## config.mk

```make
export PLATFORM = sky130hd
export DESIGN_NAME = digi_key_tx
export DESIGN_NICKNAME = d
export VERILOG_FILES = /design/src/rtl/digi_lock_pkg.sv /design/src/rtl/digi_timeout_cnt.sv /design/src/rtl/digi_key_tx.sv
export SDC_FILE = /design/constraint.sdc
export NUM_CORES = 1
export LEC_CHECK = 0
export ABC_AREA = 1
export CAP_MARGIN = 40
export CORE_MARGIN = 2
export CORE_UTILIZATION = 56
export DETAILED_ROUTE_END_ITERATION = 12
export GPL_TIMING_DRIVEN = 0
export PLACE_DENSITY_LB_ADDON = 0.12
export SYNTH_ARGS = -nofsm -noshare
export SYNTH_HDL_FRONTEND = slang
export SYNTH_SLANG_ARGS = --single-unit
```

## constraint.sdc

```tcl
create_clock -name clk -period 4.05 [get_ports clk]
set_input_delay 0.81 -clock clk [delete_from_list [all_inputs] [get_ports clk]]
set_output_delay 0.81 -clock clk [all_outputs]
set_load 0.005 [all_outputs]
```

## src/rtl/digi_lock_pkg.sv

```systemverilog
// rtl/digi_lock_pkg.sv - shared types and defaults for the digital lock key path
package digi_lock_pkg;

  localparam int SYM_W_DEF   = 3;
  localparam int NUM_SYM_DEF = 3;
  localparam int TIMEOUT_DEF = 15;
  localparam logic [SYM_W_DEF*NUM_SYM_DEF-1:0] CODE_DEF = 9'b001_101_011;

  typedef enum logic [2:0] {
    IDLE        = 3'd0,
    SEND        = 3'd1,
    WAIT_UNLOCK = 3'd2,
    DONE        = 3'd3,
    FAIL        = 3'd4
  } state_t;

endpackage

```

## src/rtl/digi_timeout_cnt.sv

```systemverilog
// rtl/digi_timeout_cnt.sv - clear/enable saturating wait counter with terminal count
module digi_timeout_cnt #(
  parameter int TIMEOUT = 15
) (
  input  logic clk,
  input  logic rst,
  input  logic clr,
  input  logic en,
  output logic tc
);

  localparam int CNT_W = $clog2(TIMEOUT + 1);

  logic [CNT_W-1:0] count;

  always_ff @(posedge clk) begin
    if (rst || clr) begin
      count <= '0;
    end else if (en && count != CNT_W'(TIMEOUT)) begin
      count <= count + 1'b1;
    end
  end

  // tc marks the last cycle a wait may last before the timeout edge
  assign tc = (count == CNT_W'(TIMEOUT - 1));

endmodule

```

## src/rtl/digi_key_tx.sv

```systemverilog
// rtl/digi_key_tx.sv - sends the stored unlock code symbol by symbol and reports the lock result
module digi_key_tx
  import digi_lock_pkg::*;
#(
  parameter int SYM_W   = SYM_W_DEF,
  parameter int NUM_SYM = NUM_SYM_DEF,
  parameter int TIMEOUT = TIMEOUT_DEF,
  parameter logic [SYM_W*NUM_SYM-1:0] CODE = CODE_DEF
) (
  input  logic                     clk,
  input  logic                     rst,
  input  logic                     start,
  input  logic                     code_load,
  input  logic [SYM_W*NUM_SYM-1:0] code_in,
  output logic [SYM_W-1:0]         key_out,
  output logic                     key_valid,
  input  logic                     key_ack,
  input  logic                     unlocked,
  output logic                     busy,
  output logic                     done,
  output logic                     fail
);

  localparam int CW    = SYM_W * NUM_SYM;
  localparam int IDX_W = (NUM_SYM > 1) ? $clog2(NUM_SYM) : 1;

  state_t           state;
  logic [IDX_W-1:0] idx;
  logic [CW-1:0]    code;
  logic             tmo_clr;
  logic             tmo_tc;

  function automatic logic [SYM_W-1:0] sym_at(input logic [CW-1:0] c, input int i);
    logic [CW-1:0] s;
    s = c >> ((NUM_SYM - 1 - i) * SYM_W);
    return s[SYM_W-1:0];
  endfunction

  // The wait counter restarts on entry to SEND and after every accepted symbol,
  // so WAIT_UNLOCK begins counting from zero.
  assign tmo_clr = !(state == SEND || state == WAIT_UNLOCK) ||
                   (state == SEND && key_valid && key_ack);

  digi_timeout_cnt #(.TIMEOUT(TIMEOUT)) u_tmo (
    .clk (clk),
    .rst (rst),
    .clr (tmo_clr),
    .en  (1'b1),
    .tc  (tmo_tc)
  );

  assign busy = (state != IDLE);

  always_ff @(posedge clk) begin
    if (rst) begin
      state     <= IDLE;
      idx       <= '0;
      code      <= CODE;
      key_out   <= '0;
      key_valid <= 1'b0;
      done      <= 1'b0;
      fail      <= 1'b0;
    end else begin
      done <= 1'b0;
      fail <= 1'b0;
      case (state)
        IDLE: begin
          if (code_load) code <= code_in;
          if (start) begin
            idx       <= '0;
            key_valid <= 1'b1;
            key_out   <= sym_at(code_load ? code_in : code, 0);
            state     <= SEND;
          end
        end
        SEND: begin
          if (key_ack) begin
            if (idx == IDX_W'(NUM_SYM - 1)) begin
              key_valid <= 1'b0;
              state     <= WAIT_UNLOCK;
            end else begin
              idx     <= idx + 1'b1;
              key_out <= sym_at(code, int'(idx) + 1);
            end
          end else if (tmo_tc) begin
            key_valid <= 1'b0;
            fail      <= 1'b1;
            state     <= FAIL;
          end
        end
        WAIT_UNLOCK: begin
          if (unlocked) begin
            done  <= 1'b1;
            state <= DONE;
          end else if (tmo_tc) begin
            fail  <= 1'b1;
            state <= FAIL;
          end
        end
        DONE, FAIL: state <= IDLE;
        default:    state <= IDLE;
      endcase
    end
  end

endmodule

```

==> Yosys cells after proc, flatten, opt, wreduce, memory -nomap -nowiden <==
Index checks and enable logic that the tools add are counted.
{ "word_totals": {"regBits": 24, "latchBits": 0, "ramBits": 0, "romBits": 0, "inputBits": 15, "memories": 0} }
{ "op_classes": {"addsub": 4, "mul": 1, "div": 0, "order_cmp": 0, "n_eq_ne": 10, "shifts": 1, "mux": 25, "bitwise_logic": 1, "reduce_logical": 14} }
{ "op_table": {"columns": ["op", "count"], "rows": [
  ["9-bit by 32-bit right shift with 3-bit output", 1],
  ["3-bit 2-to-1 mux", 8],
  ["9-bit 2-to-1 mux", 1],
  ["3-bit one-hot mux with 3 select lines", 1],
  ["1-bit 2-to-1 mux", 8],
  ["4-bit AND reduction", 2],
  ["4-bit by 3-bit multiplier with 7-bit output (second input constant)", 1],
  ["2-bit 2-to-1 mux", 3],
  ["2-bit inequality test (second input constant)", 3],
  ["3-bit one-hot mux with 2 select lines", 1],
  ["4-bit by 1-bit adder with 4-bit output (second input constant)", 1],
  ["4-bit equality test (second input constant)", 1],
  ["4-bit inequality test (second input constant)", 1],
  ["1-bit one-hot mux with 2 select lines", 2],
  ["2-bit one-hot mux with 2 select lines", 1],
  ["2-bit AND reduction", 2],
  ["2-bit by 3-bit subtractor with 4-bit output (first input constant)", 1],
  ["2-bit by 1-bit adder with 3-bit output (second input constant)", 1],
  ["3-bit by 1-bit equality test with 1-bit output (second input constant)", 1],
  ["3-bit by 2-bit equality test with 1-bit output (second input constant)", 1],
  ["3-bit zero test", 1],
  ["1-bit logical OR", 3],
  ["3-bit by 2-bit inequality test with 1-bit output (second input constant)", 1],
  ["3-bit inequality test (second input constant)", 1],
  ["8 further kinds", 9]
]} }

==> Depth between registers and ports, before layout <==
{ "logic_depth": {"ltp_word": 7, "depth_mapped": 9} }

==> Hierarchy <==
From an unflattened synthesis, not the netlist that was laid out.
{ "unflattened": {"hier_cells": 202, "area_unflattened_um2": 1397.6} }
{ "by_module_without_submodules": {"columns": ["mod", "n_inst", "cells_per_inst", "area_each_um2", "seq_area_each_um2"], "rows": [
  ["digi_key_tx", 1, 171, 1154.9, 400.4],
  ["digi_timeout_cnt", 1, 31, 242.7, 80.1]
]} }

==> Worst setup path after synthesis <==
Ideal clock, no wire load.
{ "synth_timing": {"path_type": "reg-to-output", "startpoint": "register state[2]", "endpoint": "output port busy", "t_arrival_ns": 0.767, "setup_slack_ns": 2.473, "stages_incl_launch_ff": 3, "cell_sequence": "dfxtp_1 > nor3_4 > inv_1"} }
{ "synth_via": {"elab_chain_len": 1} }
{ "synth_rtl": {"columns": ["element", "line_no", "text"], "rows": [
  ["start: declaration", "digi_key_tx.sv:27", "state_t state;"],
  ["start signal: assignment", "digi_key_tx.sv:56", "state <= IDLE;"],
  ["start signal: assignment", "digi_key_tx.sv:73", "state <= SEND;"],
  ["start signal: assignment", "digi_key_tx.sv:80", "state <= WAIT_UNLOCK;"],
  ["3-bit nonzero test", "digi_key_tx.sv:52", "assign busy = (state != IDLE);"],
  ["end: declaration", "digi_key_tx.sv:19", "output logic busy,"]
]} }
Every way passes these cells.

==> Final worst setup path <==
Same ends and word-level chain as after synthesis.

==> key figures <==
Timing
  • Final worst-path cycle share: 60.5%
  • FMAX: 408 MHz
  • Final min period: 2.45 ns
  • Final setup vio count: 0
  • Setup TNS: 0 ns
  • Worst slew margin relative to its limit: 70.5%
  • RSZ-0062 raised after global routing: no
  • Endpoints failing hold: 0
  • Final Skew: 0.00552 ns
  • Measured slew at the worst slew-check pin: 0.442 ns
  • Max-slew violations: 0
  • Hold_ws: 0.495 ns

GRT
  • Vias in the first global route: 1197
  • First-pass GRT wire length: 4.97 mm
  • Gr usage total: 24.2%
  • Final global-route overflow total: 0
  • Largest net degree at the start of global routing: 13
  • Initial antenna violation count: 0

Clock network
  • Clock latency at the later pin of the worst-skew pair: 0.31 ns
  • H-Tree Depth: 1
  • Clock sinks: 24
  • CTS max path bufs: 2
  • Cts repair resizes: 0
  • Root Buffer: clkbuf_4
  • CTS tree: yes
  • Setup Fix Bufs, Post-CTS: 0
  • Hold Buf Count CTS: 0
  • Worst-path clk slew: 0.12 ns
  • Num CTS Buffers: 3

Final layout
  • Fraction of final layout cells sized beyond drive strength 1: 7.37%
  • Diodes inserted: 0
  • Footprint of the multi-input gates: 728 um2
  • Final layout net count: 237
  • Fillers: 204
  • Synth-to-Final Area Change: 20.5%
  • Final instance area: 1570 um2
  • Storage cell area: 480 um2

Routing
  • DRT iter0 DRCs: 25
  • Drt via density: 5.47
  • Remaining DRCs: 0
  • Routed Antenna Nets: 0
  • Total wire length: 2.94 mm
  • Via count: 1340
  • Drt pass-1 iters: 4
  • DR WL/cell: 12.0 um

Critical path
  • CP Launch Type: register
  • Worst setup EP type: output pin
  • Crit path DAT: 1.64 ns
  • Worst EP required: 3.24 ns
  • CP Class: register to output pin
  • Reg2Reg Depth: 8
  • Worst-path maximum fanout: 9

Hold path
  • HP Class: register to register
  • Hold Path Stages: 2

Synth
  • Register area share after synthesis: 36.8%
  • Cell variety after synth: 25
  • Syn. warnings: 0
  • Syn Area/Cell: 6.76 um2
  • Syn Nets: 211
  • Yosys reg bits: 24
  • Post-Syn Area: 1310 um2
  • Post-Synthesis Cells: 193

Flow run
  • Max_cap viols: 0

Placed design
  • IO Port Bufs: 21
  • Post-DP HPWL: 2.29 mm
  • Placer Congestion: 0.880
  • Placement Cell Area: 1550 um2

Floorplan
  • Total die area: 2730 um2
  • I/O pin count: 22
  • Initial core utilization: 59.0%
  • Site Rows: 17
  • Core Region: 2210 um2
  • Die Y-Extent: 52.3 um
  • Die W: 52.3 um

Status
  • Status: complete, no violations

Pwr
  • Pwr dens: 411 nW/um2
  • Worst IR Drop VDD: 305 uV
  • Leak: 0.712 nW
## path summary, 6_finish.rpt
check / from / slack [ns] / end
worst max register to register: idx[0] / 2.49 / key_out[0]
worst min-delay path: code[2] / 0.50 / code[2]
worst min register to register: code[2] / 0.50 / code[2]
worst max-delay path: state[2] / 1.60 / busy
## critical path, stage by stage (launching register included)
cell             delay (ns)
dfxtp_1                0.36
nor3_4                 0.38
inv_1                  0.12
clkdlybuf4s50_1        0.46
## layout make-up
class / instances / share of cell area (%)
repair buffers: 21 / 13.4
multi-input cells: 144 / 46.3
plain buffers: 3 / 0.875
flip-flops and latches: 24 / 30.5
well taps: 28 / 2.23
inverters: 22 / 5.25
clock buffers: 3 / 1.43
## metal layers
| layer | track usage [%] | vias to the layer above | share of wire (%) |
|---|---|---|---|
| met5 | 0 | - | 0 |
| met1 | 29.3 | 609 | 45 |
| met3 | 4.00 | 7 | 3.8 |
| li1 | - | 692 | - |
| met4 | 8.97 | 0 | 1.8 |
| met2 | 42.8 | 32 | 50 |
## power breakdown
part | switching (W) | internal, W
Combinational | 0.000141 | 0.000105
Clock | 0.0000673 | 0.0000348
Sequential | 0.0000282 | 0.000270
## cell usage in the layout (no fill, tap or decap), types with 2 or more instances in the layout
cell | synthesis | layout
a211oi_1 | 4 | 4
a21oi_1 | 15 | 15
buf_2 | 2 | 2
clkbuf_4 | 0 | 3
clkdlybuf4s50_1 | 0 | 21
dfxtp_1 | 24 | 24
ha_1 | 3 | 3
inv_1 | 18 | 18
inv_2 | 3 | 3
mux2i_1 | 2 | 2
nand2_1 | 49 | 49
nand2_2 | 4 | 4
nand3_1 | 38 | 38
nor2_1 | 15 | 15
o211ai_1 | 4 | 4
## Yosys cell counts
library cell	count	area share, %
mux2i_1	2	1.5
a31oi_1	1	0.48
clkinv_1	1	0.29
a21oi_1	15	5.8
o211ai_1	4	2.3
nor3_1	1	0.38
nor2_1	15	4.3
nand2_4	1	0.86
o21ai_0	1	0.38
nand3_1	38	15
ha_1	3	2.9
inv_1	18	5.2
buf_2	2	0.77
nand2_1	49	14
xor2_1	1	0.67
inv_2	3	0.86
a211oi_1	4	2.3
dfxtp_1	24	37
or2_2	1	0.48
xnor2_1	1	0.67
nor2_2	1	0.48
nand2_2	4	1.9
nand4_1	1	0.48
clkbuf_1	1	0.29
nor3_4	1	1.2
## registers in the layout, indices dropped and copies added (netlist names)
| name | cells |
|---|---|
| code | 9 |
| done | 1 |
| fail | 1 |
| idx | 2 |
| key_out | 3 |
| key_valid | 1 |
| state | 3 |
| u_tmo.count | 4 |
## metrics by stage
stage                     utilization [%]  total power [W]  std cells  setup slack [ns]
after global placement               70.1         0.000537        242              1.97
after detailed placement             70.1         0.000547        242              1.96
final                                71.1         0.000646        245              1.60
after CTS                            71.1         0.000647        245              1.59
after global routing                 71.1         0.000696        245              1.47
after floorplan                         -         0.000465        193              2.47
## cells by family after synthesis
| family | after synthesis | share of synthesized area, % |
|---|---|---|
| and+or+nand+nor | 112 | 38.8 |
| AOI/OAI and AO/OA | 25 | 11.2 |
| buffers and inverters | 25 | 7.38 |
| DFF | 24 | 36.8 |
| adders and majority gates | 3 | 2.88 |
| xor gates and xnor gates | 2 | 1.34 |
| muxes | 2 | 1.53 |
No activity file was read; power rests on OpenSTA's default activity.
